File: config.mk
export PLATFORM = sky130hd
export DESIGN_NAME = pixel_scan_reader
export DESIGN_NICKNAME = d
export VERILOG_FILES = /design/src/rtl/pixel_scan_reader.sv
export SDC_FILE = /design/constraint.sdc
export NUM_CORES = 1
export LEC_CHECK = 0
export CAP_MARGIN = 20
export CORE_MARGIN = 4
export CORE_UTILIZATION = 38
export CTS_BUF_LIST = sky130_fd_sc_hd__clkbuf_8 sky130_fd_sc_hd__clkbuf_16
export DETAILED_ROUTE_END_ITERATION = 12
export PLACE_DENSITY = 0.57
export SYNTH_ARGS = -nofsm -noshare
export SYNTH_HDL_FRONTEND = slang
export SYNTH_SLANG_ARGS = --single-unit
File: constraint.sdc
create_clock -name clk -period 3.67 [get_ports clk]
set_input_delay 0.5505 -clock clk [delete_from_list [all_inputs] [get_ports clk]]
set_output_delay 0.5505 -clock clk [all_outputs]
set_load 0.02 [all_outputs]
File: src/rtl/pixel_scan_reader.sv
// Raster timing generator that walks one image tile of the pixel memory in
// raster order and drives grayscale video with sync and data-enable.
module pixel_scan_reader #(
  parameter int ADDR_W    = 19,
  parameter int BASE_ADDR = 0,
  parameter int IMG_W     = 256,
  parameter int IMG_H     = 256,
  parameter int NUM_TILES = 4,
  parameter int CLK_DIV   = 2,
  parameter int H_ACTIVE  = 640,
  parameter int H_FP      = 16,
  parameter int H_SYNC    = 96,
  parameter int H_BP      = 48,
  parameter int V_ACTIVE  = 480,
  parameter int V_FP      = 10,
  parameter int V_SYNC    = 2,
  parameter int V_BP      = 33
) (
  input  logic              clk,
  input  logic              reset,
  input  logic [3:0]        cuadrante,
  output logic              rd_en,
  output logic [ADDR_W-1:0] rd_addr,
  input  logic [7:0]        rd_data,
  output logic [7:0]        pixel_out,
  output logic              de,
  output logic              hsync,
  output logic              vsync,
  output logic              frame_start
);

  localparam int H_TOTAL = H_ACTIVE + H_FP + H_SYNC + H_BP;
  localparam int V_TOTAL = V_ACTIVE + V_FP + V_SYNC + V_BP;
  localparam int DIV_W   = (CLK_DIV > 1) ? $clog2(CLK_DIV) : 1;
  localparam int H_W     = (H_TOTAL > 1) ? $clog2(H_TOTAL) : 1;
  localparam int V_W     = (V_TOTAL > 1) ? $clog2(V_TOTAL) : 1;

  localparam logic [DIV_W-1:0] DIV_LAST = DIV_W'(CLK_DIV - 1);
  localparam logic [H_W-1:0]   H_LAST   = H_W'(H_TOTAL - 1);
  localparam logic [V_W-1:0]   V_LAST   = V_W'(V_TOTAL - 1);

  localparam logic [31:0] H_ACT_U  = 32'(H_ACTIVE);
  localparam logic [31:0] V_ACT_U  = 32'(V_ACTIVE);
  localparam logic [31:0] IMG_W_U  = 32'(IMG_W);
  localparam logic [31:0] IMG_H_U  = 32'(IMG_H);
  localparam logic [31:0] HS_START = 32'(H_ACTIVE + H_FP);
  localparam logic [31:0] HS_END   = 32'(H_ACTIVE + H_FP + H_SYNC);
  localparam logic [31:0] VS_START = 32'(V_ACTIVE + V_FP);
  localparam logic [31:0] VS_END   = 32'(V_ACTIVE + V_FP + V_SYNC);
  localparam logic [31:0] TILES_U  = 32'(NUM_TILES);

  localparam logic [ADDR_W-1:0] BASE_A    = ADDR_W'(BASE_ADDR);
  localparam logic [ADDR_W-1:0] TILE_SIZE = ADDR_W'(IMG_W * IMG_H);
  localparam logic [ADDR_W-1:0] ROW_SIZE  = ADDR_W'(IMG_W);

  // Raster position and frame-wide tile
  logic [DIV_W-1:0]  div;
  logic [H_W-1:0]    h;
  logic [V_W-1:0]    v;
  logic [3:0]        tile;
  logic [ADDR_W-1:0] addr_hold;

  // Classification of the position processed on the current tick
  logic              tick;
  logic              first;
  logic              active;
  logic              in_img;
  logic              hs_n;
  logic              vs_n;
  logic [3:0]        tile_sel;
  logic [3:0]        cur_tile;
  logic [ADDR_W-1:0] addr_now;
  logic [31:0]       h_ext;
  logic [31:0]       v_ext;

  // Classification carried across the one-clk read latency
  logic ld;
  logic s_active;
  logic s_img;
  logic s_hs;
  logic s_vs;
  logic s_first;

  assign h_ext = 32'(h);
  assign v_ext = 32'(v);

  // NOTE: every signal is assigned on every path through this block, so no
  // latch can be inferred; keep it that way when adding terms.
  always_comb begin
    tick     = (div == DIV_LAST);
    first    = (h == '0) && (v == '0);
    active   = (h_ext < H_ACT_U) && (v_ext < V_ACT_U);
    in_img   = active && (h_ext < IMG_W_U) && (v_ext < IMG_H_U);
    hs_n     = !((h_ext >= HS_START) && (h_ext < HS_END));
    vs_n     = !((v_ext >= VS_START) && (v_ext < VS_END));
    tile_sel = (32'(cuadrante) < TILES_U) ? cuadrante : 4'd0;
    // Pixel (0,0) reads with the tile being latched on this very tick.
    cur_tile = first ? tile_sel : tile;
    addr_now = BASE_A + ADDR_W'(cur_tile) * TILE_SIZE
             + ADDR_W'(v) * ROW_SIZE + ADDR_W'(h);
  end

  // The strobe lives in the tick clk itself so the RAM samples it on the tick
  // edge; gating with reset keeps it low while the block is held in reset.
  assign rd_en   = reset && tick && in_img;
  assign rd_addr = rd_en ? addr_now : addr_hold;

  // NOTE: all state below updates with non-blocking assignments so every
  // register samples the pre-edge values, independent of statement order.
  always_ff @(posedge clk or negedge reset) begin
    if (!reset) begin
      div         <= '0;
      h           <= '0;
      v           <= '0;
      tile        <= '0;
      addr_hold   <= '0;
      ld          <= 1'b0;
      s_active    <= 1'b0;
      s_img       <= 1'b0;
      s_hs        <= 1'b1;
      s_vs        <= 1'b1;
      s_first     <= 1'b0;
      pixel_out   <= '0;
      de          <= 1'b0;
      hsync       <= 1'b1;
      vsync       <= 1'b1;
      frame_start <= 1'b0;
    end else begin
      div         <= tick ? '0 : div + DIV_W'(1);
      ld          <= tick;
      frame_start <= ld && s_first;

      if (tick) begin
        if (h == H_LAST) begin
          h <= '0;
          v <= (v == V_LAST) ? '0 : v + V_W'(1);
        end else begin
          h <= h + H_W'(1);
        end
        if (first) tile <= tile_sel;
        s_active <= active;
        s_img    <= in_img;
        s_hs     <= hs_n;
        s_vs     <= vs_n;
        s_first  <= first;
      end

      if (rd_en) addr_hold <= addr_now;

      // rd_data for the previous tick is valid now; load the whole output set.
      if (ld) begin
        de        <= s_active;
        hsync     <= s_hs;
        vsync     <= s_vs;
        pixel_out <= s_img ? rd_data : 8'd0;
      end
    end
  end

endmodule

== Word level (Yosys, flattened, before mapping) ==
Cells that the tools add are included.
Storage, ports and cells
  register bits after elaboration: 61
  output and inout port bits: 32
Cells by class
  muxes and demuxes: 7
  equal/unequal tests: 2
  add/sub/neg operators: 5
  reductions and logical operators: 14
  order comparisons: 9
Operators with widths (number)
  10-bit by 9-bit less-than comparator with 1-bit output, second input constant: 4
  10-bit by 1-bit adder with 10-bit output, second input constant: 2
  10-bit equality test, second input constant: 2
  10-bit logical NOT: 2
  10-bit less-than comparator, second input constant: 2
  10-bit 2-to-1 mux: 2
  19-bit by 10-bit adder with 19-bit output: 1
  19-bit by 18-bit adder with 19-bit output: 1
  19-bit 2-to-1 mux: 1
  10-bit >= comparator, second input constant: 1
  10-bit by 9-bit >= comparator with 1-bit output, second input constant: 1
  1-bit logical AND: 9
  8-bit 2-to-1 mux: 1
  3-bit 2-to-1 mux: 2
  4-bit by 3-bit less-than comparator with 1-bit output, second input constant: 1
  1-bit logical NOT: 2
  2-bit AND reduction: 1
  1-bit adder, second input constant: 1
  1-bit 2-to-1 mux: 1

== Longest topological paths before layout ==
Gate-level depths: netlist of run 1.
  depth in word-level cells: 6
  depth in mapped cells: 10
  gate-level depth less buffers: 10

== Least setup slack after synthesis of run 1 ==
No wires, ideal clock.
  path kind: register to output
  start point: register v[5]
  end point: output rd_addr[18]
  buffers on the path: 1
  data arrival time: 2.787 ns
  slack: 0.333 ns
  data required time: 3.119 ns
  cell stages (with the launch flop): 11
  cell sequence: dfrtp_1 clkbuf_1 nor4_1 nand2_1 or3_1 mux2_2 ha_1 a21o_1 a31oi_1 xnor2_1 o21ai_0
Between the ends
  longest elaborated chain between the ends: 6
  elaborated cells on any way between the ends: 12
Ends and longest elaborated chain
  start: declaration: line 59  | logic [V_W-1:0] v;
  start signal: assignment: line 136  | v <= (v == V_LAST) ? '0 : v + V_W'(1);
  10-bit logical NOT: line 91  | first = (h == '0) && (v == '0);
  1-bit logical AND: line 91
  3-bit 2-to-1 mux
  named net cur_tile[1]: line 71  | logic [3:0] cur_tile;
  19-bit by 18-bit adder with 19-bit output: line 100  | + ADDR_W'(v) * ROW_SIZE + ADDR_W'(h);
  19-bit by 10-bit adder with 19-bit output: line 100
  19-bit 2-to-1 mux
  end: declaration: line 23  | output logic [ADDR_W-1:0] rd_addr,
The timed path passes the listed nets, and every way through them passes these cells.

== Worst setup path after layout of run 1 ==
  start point: register v[4]
  end point: output rd_addr[16]
The elaborated chain is that of the path after synthesis.

==> impl_results.md, run 1 <==
- Status: finished, final reports clean
- CTS tree: yes
- Syn_nets: 300
- Startpoint types: register
- Vias in the first global route: 2087
- Most frequent cells in the layout: dfrtp_1 (57), clkdlybuf4s50_1 (41), nand2_1 (31)
- Antenna Nets Post-Route: 0
- Worst-margin pin slew: 0.747 ns
- Layout cell share with drive strength beyond 1: 18.5%
- Delay-heaviest family, CP: simple AND/OR/NAND/NOR gates
- Max_cap viols: 0
- Number of distinct library cells after synthesis: 37
- Final WS setup: 0.166 ns
- Worst setup EP type: output port
- DP HPWL: 4420 um
- Root buffer cell: clkbuf_8
- Worst path max stage delay: 0.38 ns
- Crit path buf inv count: 1
- Crit path time final: 3.50 ns
- Leakage power: 0.00169 uW
- Worst Hold Class: in -> async
- Largest net degree at the start of global routing: 62
- Dpl ws: -0.0255 ns
- VDD IR max: 0.163 mV
- Initial core utilization: 39.4%
- Die W: 94.9 um
- Fin. Hold Viols: 0
- CP Max Fanout: 3
- Initial antenna violation count: 0
- Iteration-0 DRC Markers: 47
- # nets final: 364
- Yosys warnings: 0
- Rel. slew slack: 50.2%
- # diodes: 0
- Total power draw: 1440 uW
- Die Y: 94.9 um
- Worst hold slack: 0.405 ns
- Num CTS Buffers: 9
- Via Count: 2153
- Clock skew: 0.00576 ns
- Sequential share of the synthesized area: 53.4%
- Part of the cycle the worst path needs: 95.5%
- Worst Path Arrival: 2.95 ns
- Sink Count: 61
- Routability Congestion: 0.835
- GRT Util Overall: 14.9%
- Filler instances: 716
- Seq cells post-synth: 61
- Worst Path Required: 3.12 ns
- Drt via density: 4.84
- Die footprint: 9010 um2
- Row count: 31
- Number of H-tree levels: 3
- First-pass GRT wire length: 10100 um
- Most common flop cell mapped by yosys: dfrtp_1
- Drt first pass iters: 4
- Layout area overhead: 31.9%
- P per Cell Area: 380 nW/um2
- Gate Count Post-Synth: 277
- Fmax: 285 MHz
- I/O pin count: 46
- # setup viols final: 0
- Fraction of registers with async set/reset: 100%
- # hold bufs at CTS: 0
- Setup bufs post-CTS: 0
- IO buf count: 45
- Core ar.: 7290 um2
- DRC violations left: 0
- CTS clk-pin slew, worst paths: 0.07 ns
- Kind of critical path: reg -> out
- Wirelength, routed: 6210 um
- Sequence of cells on the critical path: nor4_1 > nand2_1 > or3_4 > mux2_2 > ha_1 > xnor2_1 > o21ai_0 > dlygate4sd2_1
- Avg Inst Size Synth: 10.4 um2
- Global route overflow: 0
- Final max-slew violation count: 0
- Clock Latency Late Sink: 0.33 ns
- Post-synth EDFFs: 0
- WL/cell: 13.9 um
- Most common cell after layout, fill and taps aside: dfrtp_1
- Worst path slowest cell: dfrtp_1
- Cell area after synthesis: 2870 um2
- Max Root-Sink Buffers: 2
==> sequential cells by signal, indices dropped and copies added (netlist names) <==
| signal | flops |
|---|---|
| addr_hold | 19 |
| de | 1 |
| div | 1 |
| frame_start | 1 |
| h | 10 |
| hsync | 1 |
| ld | 1 |
| pixel_out | 8 |
| s_active | 1 |
| s_first | 1 |
| s_hs | 1 |
| s_img | 1 |
| s_vs | 1 |
| tile | 3 |
| v | 10 |
| vsync | 1 |
==> kinds of logic (layout without fill, tap and decap cells) <==
| family | after synthesis | in the layout | share of synthesized area, % |
|---|---|---|---|
| DFF | 61 | 61 | 53.4 |
| muxes | 14 | 14 | 5.49 |
| buffers and inverters | 34 | 103 | 4.62 |
| adders and majority gates | 9 | 9 | 4.18 |
| and+or+nand+nor | 93 | 93 | 17.0 |
| AOI/OAI and AO/OA | 45 | 45 | 8.89 |
| xor gates and xnor gates | 21 | 21 | 6.41 |
==> metrics by stage <==
stage | cells | TNS (ns) | utilization (%) | area (um2)
floorplan | 277 | 0 | - | 2870
global placement | 429 | 0 | 48.7 | 3550
detailed placement | 429 | -0.0255 | 48.7 | 3550
CTS | 445 | 0 | 51.7 | 3770
global route | 445 | -0.00544 | 51.9 | 3780
finish | 445 | 0 | 51.9 | 3780
==> report_power, final <==
| part | internal, uW | switching, uW |
|---|---|---|
| registers | 681 | 3.23 |
| clock network | 415 | 262 |
| logic | 33.6 | 41.9 |
| total | 1130 | 307 |
==> synthesized netlist by cell type (2+ instances only) <==
library cell	n	area, um2
dfrtp_1	57	1430
nand2_1	31	116
o21ai_0	30	150
inv_1	18	67.6
xnor2_1	14	123
nor2_1	13	48.8
clkbuf_1	12	45.0
mux2_2	12	135
nand3_1	12	60.1
ha_1	8	100
nand4_1	7	43.8
nor3_1	7	35.0
xor2_1	7	61.3
and3_1	4	25.0
buf_2	4	20.0
dfstp_2	4	105
a21oi_1	3	15.0
a31oi_1	3	18.8
nor3b_1	3	22.5
nor4_1	3	18.8
o31ai_1	3	22.5
a21o_1	2	15.0
and2_1	2	12.5
and4b_1	2	20.0
mux2_1	2	22.5
or3_1	2	12.5
or4_1	2	15.0
==> per-layer routing <==
metal / vias to the layer above / GRT usage (%) / part of all wire [%]
met5: - / 0 / 0
met4: 0 / 6.73 / 1.5
met3: 8 / 3.82 / 4.2
met2: 39 / 22.1 / 45
met1: 1030 / 20.3 / 49
li1: 1076 / - / -
==> timing repair <==
item,CTS,global route
pin swaps,0,1
setup endpoints to repair,3,3
gates resized for setup,7,7
==> worst paths after layout <==
path | end | slack [ns] | startpoint | cells past startpoint
hold / removal | pixel_out[5] | 0.40 | reset | 2
setup / recovery | rd_addr[16] | 0.17 | v[4] | 8
min in group clk | s_active | 0.48 | s_active | 1
setup reg to reg | addr_hold[18] | 1.12 | v[4] | 9
max in group asynchronous | tile[1] | 2.78 | reset | 2
hold reg to reg | s_active | 0.48 | s_active | 1
==> final cells by class <==
cell class / instances / area [um2] / area share (%)
flip-flops and latches: 61 / 1530 / 40.5
clock buffers: 11 / 151 / 4.00
repair buffers: 69 / 617 / 16.3
multi-input cells: 182 / 1220 / 32.2
well taps: 99 / 124 / 3.27
inverters: 18 / 67.6 / 1.79
clock inverters: 5 / 73.8 / 1.95
(Power assumes the default switching activity.)
==> inputs of run 2 (changes only) <==
SKIP_LAST_GASP = 1   (was not set)
==> run 2 against run 1 <==
  * Critical path depth is the same
  * Sequential share of layout area is the same
  * Clock-buffer cell count stayed put
  * Sequential power is essentially flat
  * Maximum frequency is 0.28% higher
  * Design area is the same
  * Non-clock buffer count unchanged
  * Total power about the same
  * First-iteration DRC count rose by 6.4%
  * Utilization unchanged
  * Critical endpoint unchanged
==> impl_results.md, run 2 (same netlist as run 1, synthesis figures left out) <==
- Root buffer cell: clkbuf_8
- Sink Count: 61 (unchanged)
- Number of H-tree levels: 3 (unchanged)
- Worst Path Arrival: 2.94 ns (about the same)
- Die footprint: 9010 um2 (unchanged)
- Stages on worst setup path: 8 (unchanged)
- Flop pwr share: 47.6% (about the same)
- Layout area overhead: 31.9% (unchanged)
- I/O pin count: 46 (unchanged)
- Clock Latency Late Sink: 0.33 ns (about the same)
- Most common cell after layout, fill and taps aside: dfrtp_1
- Layout cell share with drive strength beyond 1: 18.5% (unchanged)
- Initial antenna violation count: 0 (unchanged)
- Final WS setup: 0.176 ns (+0.00965 ns)
- Max_cap viols: 0 (unchanged)
- R2R Path End: addr_hold[18]
- Top flop regs: addr_hold (19), h (10), v (10)
- Worst setup EP type: output port
- Final max-slew violation count: 0 (unchanged)
- # setup viols final: 0 (unchanged)
- Part of the power in combinational logic: 5.3% (about the same)
- Core ar.: 7290 um2 (unchanged)
- Vias in the first global route: 2093 (+0.29%)
- Leakage power: 0.00169 uW (unchanged)
- Worst path max stage delay: 0.42 ns (+0.04 ns)
- RR Startpoint: h[8]
- First-pass GRT wire length: 10200 um (+0.14%)
- Fmax: 286 MHz (+0.28%)
- Worst path slowest cell: dfrtp_1
- # nets final: 364 (unchanged)
- VDD IR max: 0.162 mV (-0.50%)
- Status: finished, final reports clean
- DRC violations left: 0 (unchanged)
- Startpoint types: register
- Worst Path Required: 3.12 ns (about the same)
- GRT Util Overall: 14.9% (+0.017 points)
- Clock network power share: 47.1% (about the same)
- CTS tree: yes
- Row count: 31 (unchanged)
- Worst Hold Class: in -> async
- Wirelength, routed: 6180 um (-0.39%)
- Largest register FFs: 19 (unchanged)
- R2R cell count: 9 (unchanged)
- Crit path time final: 3.49 ns (-0.00965 ns)
- Antenna Nets Post-Route: 0 (unchanged)
- Dpl ws: -0.0255 ns (unchanged)
- NetSw: 306 uW (-0.28%)
- WL/cell: 13.9 um (-0.39%)
- Clock skew: 0.00577 ns (+0.0000167 ns)
- CP Max Fanout: 3 (unchanged)
- Top reg by flops: addr_hold
- Num CTS Buffers: 9 (unchanged)
- Delay-heaviest family, CP: simple AND/OR/NAND/NOR gates
- Net Sw Frac: 21.3% (-0.048 points)
- Final Util: 51.9% (unchanged)
- Crit path buf inv count: 1 (unchanged)
- Drt first pass iters: 4 (unchanged)
- Fin. Hold Viols: 0 (unchanged)
- Most frequent cells in the layout: dfrtp_1 (57), clkdlybuf4s50_1 (41), nand2_1 (31)
- Max Root-Sink Buffers: 2 (unchanged)
- # diodes: 0 (unchanged)
- Worst-margin pin slew: 0.744 ns (-0.00285 ns)
- TNS Setup: 0 ns (unchanged)
- IO buf count: 45 (unchanged)
- Total power draw: 1440 uW (about the same)
- Kind of critical path: reg -> out
- Largest net degree at the start of global routing: 62 (unchanged)
- Global route overflow: 0 (unchanged)
- Routability Congestion: 0.835 (unchanged)
- P per Cell Area: 379 nW/um2 (about the same)
- CTS clk-pin slew, worst paths: 0.07 ns (about the same)
- Drt via density: 4.87 (+0.60%)
- Initial core utilization: 39.4% (unchanged)
- Sequence of cells on the critical path: nor4_4 > nand2_1 > or3_4 > mux2_2 > ha_1 > xnor2_1 > o21ai_0 > dlygate4sd2_1
- Via Count: 2166 (+0.60%)
- Cell-internal power: 1130 uW (about the same)
- DP HPWL: 4420 um (unchanged)
- Die Y: 94.9 um (unchanged)
- Iteration-0 DRC Markers: 50 (+6.4%)
- Die W: 94.9 um (unchanged)
- Rel. slew slack: 50.4% (+0.19 points)
- Part of the cycle the worst path needs: 95.2% (-0.26 points)
- Worst reg-to-reg setup slack: 1.13 ns (about the same)
==> run 2: cell counts in the layout (fill, tap and decap cells not counted) <==
Identical to the previous run, type by type.
==> run 2: routing by layer <==
metal	vias to the layer above	part of all wire [%]	GRT usage, %
met5	-	0	0
met4	0	1.6	6.73
met3	8	4.8	3.82
met2	44	45	22.1
met1	1035	48	20.3
li1	1079	-	-
==> run 2: stage by stage <==
stage / hold slack [ns] / instances / area (um2)
6_report: 0.405 / 445 / 3780
5_1_grt: 0.464 / 445 / 3780
4_1_cts: 0.430 / 445 / 3780
3_5_place_dp: 0.469 / 429 / 3550
3_3_place_gp: 0.466 / 429 / 3550
2_1_floorplan: 0.255 / 277 / 2870
==> run 2: layout make-up <==
| class | count | area, um2 |
|---|---|---|
| clock buffer | 11 | 151 |
| clock inverter | 5 | 73.8 |
| fill | 716 | 3510 |
| inverter | 18 | 67.6 |
| multi-input combinational | 182 | 1220 |
| sequential | 61 | 1530 |
| tap | 99 | 124 |
| timing repair buffer | 69 | 617 |
==> run 2: worst max path at each step <==
stage,startpoint,to
floorplan,v[5],rd_addr[18]
global placement,h[5],rd_addr[18]
detailed placement,h[9],rd_addr[18]
CTS,h[9],rd_addr[18]
global route,h[8],rd_addr[18]
finish,h[8],rd_addr[16]
==> run 2: power groups by stage <==
| stage | combinational, uW | sequential (uW) | clock (uW) |
|---|---|---|---|
| after floorplan | 21.7 | 702 | 0 |
| after global placement | 78.0 | 696 | 0 |
| after detailed placement | 78.3 | 697 | 0 |
| after CTS | 77.6 | 684 | 689 |
| after global routing | 83.8 | 685 | 718 |
| final | 75.5 | 684 | 676 |
==> run 2: timing repair <==
action,in CTS,in global routing
gates resized for setup,3,11
setup endpoints to repair,3,3
hold endpoints to repair,0,0
pin swaps,0,1
hold buffers,0,0
buffers inserted,0,0
==> inputs of run 3 (changes only) <==
--- a/config.mk
+++ b/config.mk
@@ -13,2 +13,3 @@
 export PLACE_DENSITY = 0.57
+export SKIP_CTS_REPAIR_TIMING = 1
 export SKIP_LAST_GASP = 1
--- a/constraint.sdc
+++ b/constraint.sdc
@@ -3,2 +3,2 @@
 set_output_delay 0.5505 -clock clk [all_outputs]
-set_load 0.02 [all_outputs]
+set_load 0.1 [all_outputs]
==> run 3 against run 2 <==
  * Register-to-register slack got worse by 0.02 ns
  * Highest routed layer unchanged
  * Sequential power about the same
  * Wire length shrank 2.6%
  * Sequential share of layout area down 1.7 points
  * First-iteration DRC count rose by 70%
==> impl_results.md, run 3 (same netlist as run 1, synthesis figures left out) <==
- Status: finished, final reports clean
- Initial core utilization: 39.4% (unchanged)
- Clock skew: 0.00833 ns (+0.00256 ns)
- Worst Path Required: 3.12 ns (about the same)
- Worst-margin pin slew: 0.971 ns (+0.228 ns)
- TNS Setup: 0 ns (unchanged)
- Final max-slew violation count: 0 (unchanged)
- Max Root-Sink Buffers: 2 (unchanged)
- Final Cell Area: 3970 um2 (+4.9%)
- Vias in the first global route: 2030 (-3.0%)
- Via Count: 2108 (-2.7%)
- Drt via density: 4.82 (-0.90%)
- I/O pin count: 46 (unchanged)
- WL/cell: 13.8 um (-0.79%)
- DP HPWL: 4240 um (-4.0%)
- P per Cell Area: 366 nW/um2 (-3.6%)
- Dpl cells: 413 (-3.7%)
- GRT Util Overall: 14.6% (-0.27 points)
- Final Util: 54.4% (+2.5 points)
- Top flop regs: addr_hold (19), h (10), v (10)
- Top reg by flops: addr_hold
- Finished Layout Cells: 437 (-1.8%)
- Core ar.: 7290 um2 (unchanged)
- Worst reg-to-reg setup slack: 1.11 ns (-0.02 ns)
- Most frequent cells in the layout: dfrtp_1 (52), nand2_1 (31), o21ai_0 (25)
- Number of H-tree levels: 3 (unchanged)
- Kind of critical path: reg -> out
- Iteration-0 DRC Markers: 85 (+70%)
- R2R Path End: addr_hold[18]
- Routability Congestion: 0.816 (-2.3%)
- Max_cap viols: 0 (unchanged)
- First-pass GRT wire length: 9910 um (-2.5%)
- # setup viols final: 0 (unchanged)
- # nets final: 356 (-2.2%)
- Wirelength, routed: 6020 um (-2.6%)
- Die footprint: 9010 um2 (unchanged)
- VDD IR max: 0.203 mV (+25%)
- Multi-input logic area: 1260 um2 (+3.6%)
- Dpl cell area: 3650 um2 (+2.6%)
- Worst Path Arrival: 3.01 ns (+0.07 ns)
- R2R cell count: 9 (unchanged)
- Rel. slew slack: 35.0% (-15 points)
- Unrepaired setup endpoints after global routing: no
- # diodes: 0 (unchanged)
- Reg area: 1540 um2 (+0.41%)
- DRC violations left: 0 (unchanged)
- Worst Hold Class: in -> async
- Row count: 31 (unchanged)
- Leakage power: 0.00174 uW (+2.5%)
- Fin. Hold Viols: 0 (unchanged)
- Num CTS Buffers: 9 (unchanged)
- Sink Count: 61 (unchanged)
- Part of the cycle the worst path needs: 96.9% (+1.7 points)
- Most common cell after layout, fill and taps aside: dfrtp_1
- Layout area overhead: 38.3%
- CTS tree: yes
- Root buffer cell: clkbuf_8
- Filler instances: 665 (-7.1%)
- Clock Latency Late Sink: 0.34 ns (about the same)
- RR Startpoint: v[8]
- Layout cell share with drive strength beyond 1: 25.4% (+6.9 points)
- Startpoint types: register
- Drt first pass iters: 4 (unchanged)
- Global route overflow: 0 (unchanged)
- CTS clk-pin slew, worst paths: 0.07 ns (about the same)
- Die Y: 94.9 um (unchanged)
- Initial antenna violation count: 0 (unchanged)
- Crit path time final: 3.56 ns (+0.0626 ns)
- Antenna Nets Post-Route: 0 (unchanged)
- Fmax: 281 MHz (-1.8%)
- Largest register FFs: 19 (unchanged)
- CP Max Fanout: 4 (+1)
- Die W: 94.9 um (unchanged)
- IO buf count: 45 (unchanged)
- Worst setup EP type: output port
- Largest net degree at the start of global routing: 62 (unchanged)
## run 3: cell type report
class                   count  share of cell area [%]
inverters                  18                    1.70
well taps                  99                    3.12
clock inverters             4                    1.13
clock buffers              12                    4.16
multi-input cells         182                    31.8
repair buffers             61                    19.3
flip-flops and latches     61                    38.7
## run 3: report_power, final
group	internal [uW]	switching, uW
clock	365	254
combinational	45.1	102
sequential	681	3.15
## run 3: per-layer routing
layer / GRT usage (%) / part of all wire, %
met4: 5.41 / 1.4
met5: 0 / 0
met2: 20.0 / 42
met1: 21.1 / 51
met3: 5.02 / 5.2
## run 3: how the worst max path moves through the flow
stage / start / end / slack [ns] / cells after the start
2_1_floorplan: v[6] / rd_addr[0] / -0.35 / 6
3_3_place_gp: h[8] / rd_addr[18] / 0.33 / 10
3_5_place_dp: h[8] / rd_addr[18] / 0.26 / 10
4_1_cts: h[8] / rd_addr[18] / -0.09 / 10
5_1_grt: v[8] / rd_addr[18] / 0.02 / 10
6_report: v[8] / rd_addr[18] / 0.11 / 10
## run 3: per-stage QoR
stage / total power (uW) / hold slack, ns / setup WS (ns)
2_1_floorplan: 781 / 0.255 / -0.348
3_3_place_gp: 844 / 0.464 / 0.328
3_5_place_dp: 845 / 0.475 / 0.261
4_1_cts: 1460 / 0.448 / -0.0947
5_1_grt: 1500 / 0.475 / 0.0151
6_report: 1450 / 0.406 / 0.113
## run 3: worst max-delay path, stage by stage, from the launching register on
cell,delay [ns]
dfrtp_2,0.45
nor4_4,0.32
nand2_1,0.11
or3_4,0.41
mux2_2,0.30
ha_4,0.23
a21o_1,0.17
a31oi_1,0.17
xnor2_1,0.11
o21ai_2,0.21
buf_12,0.20
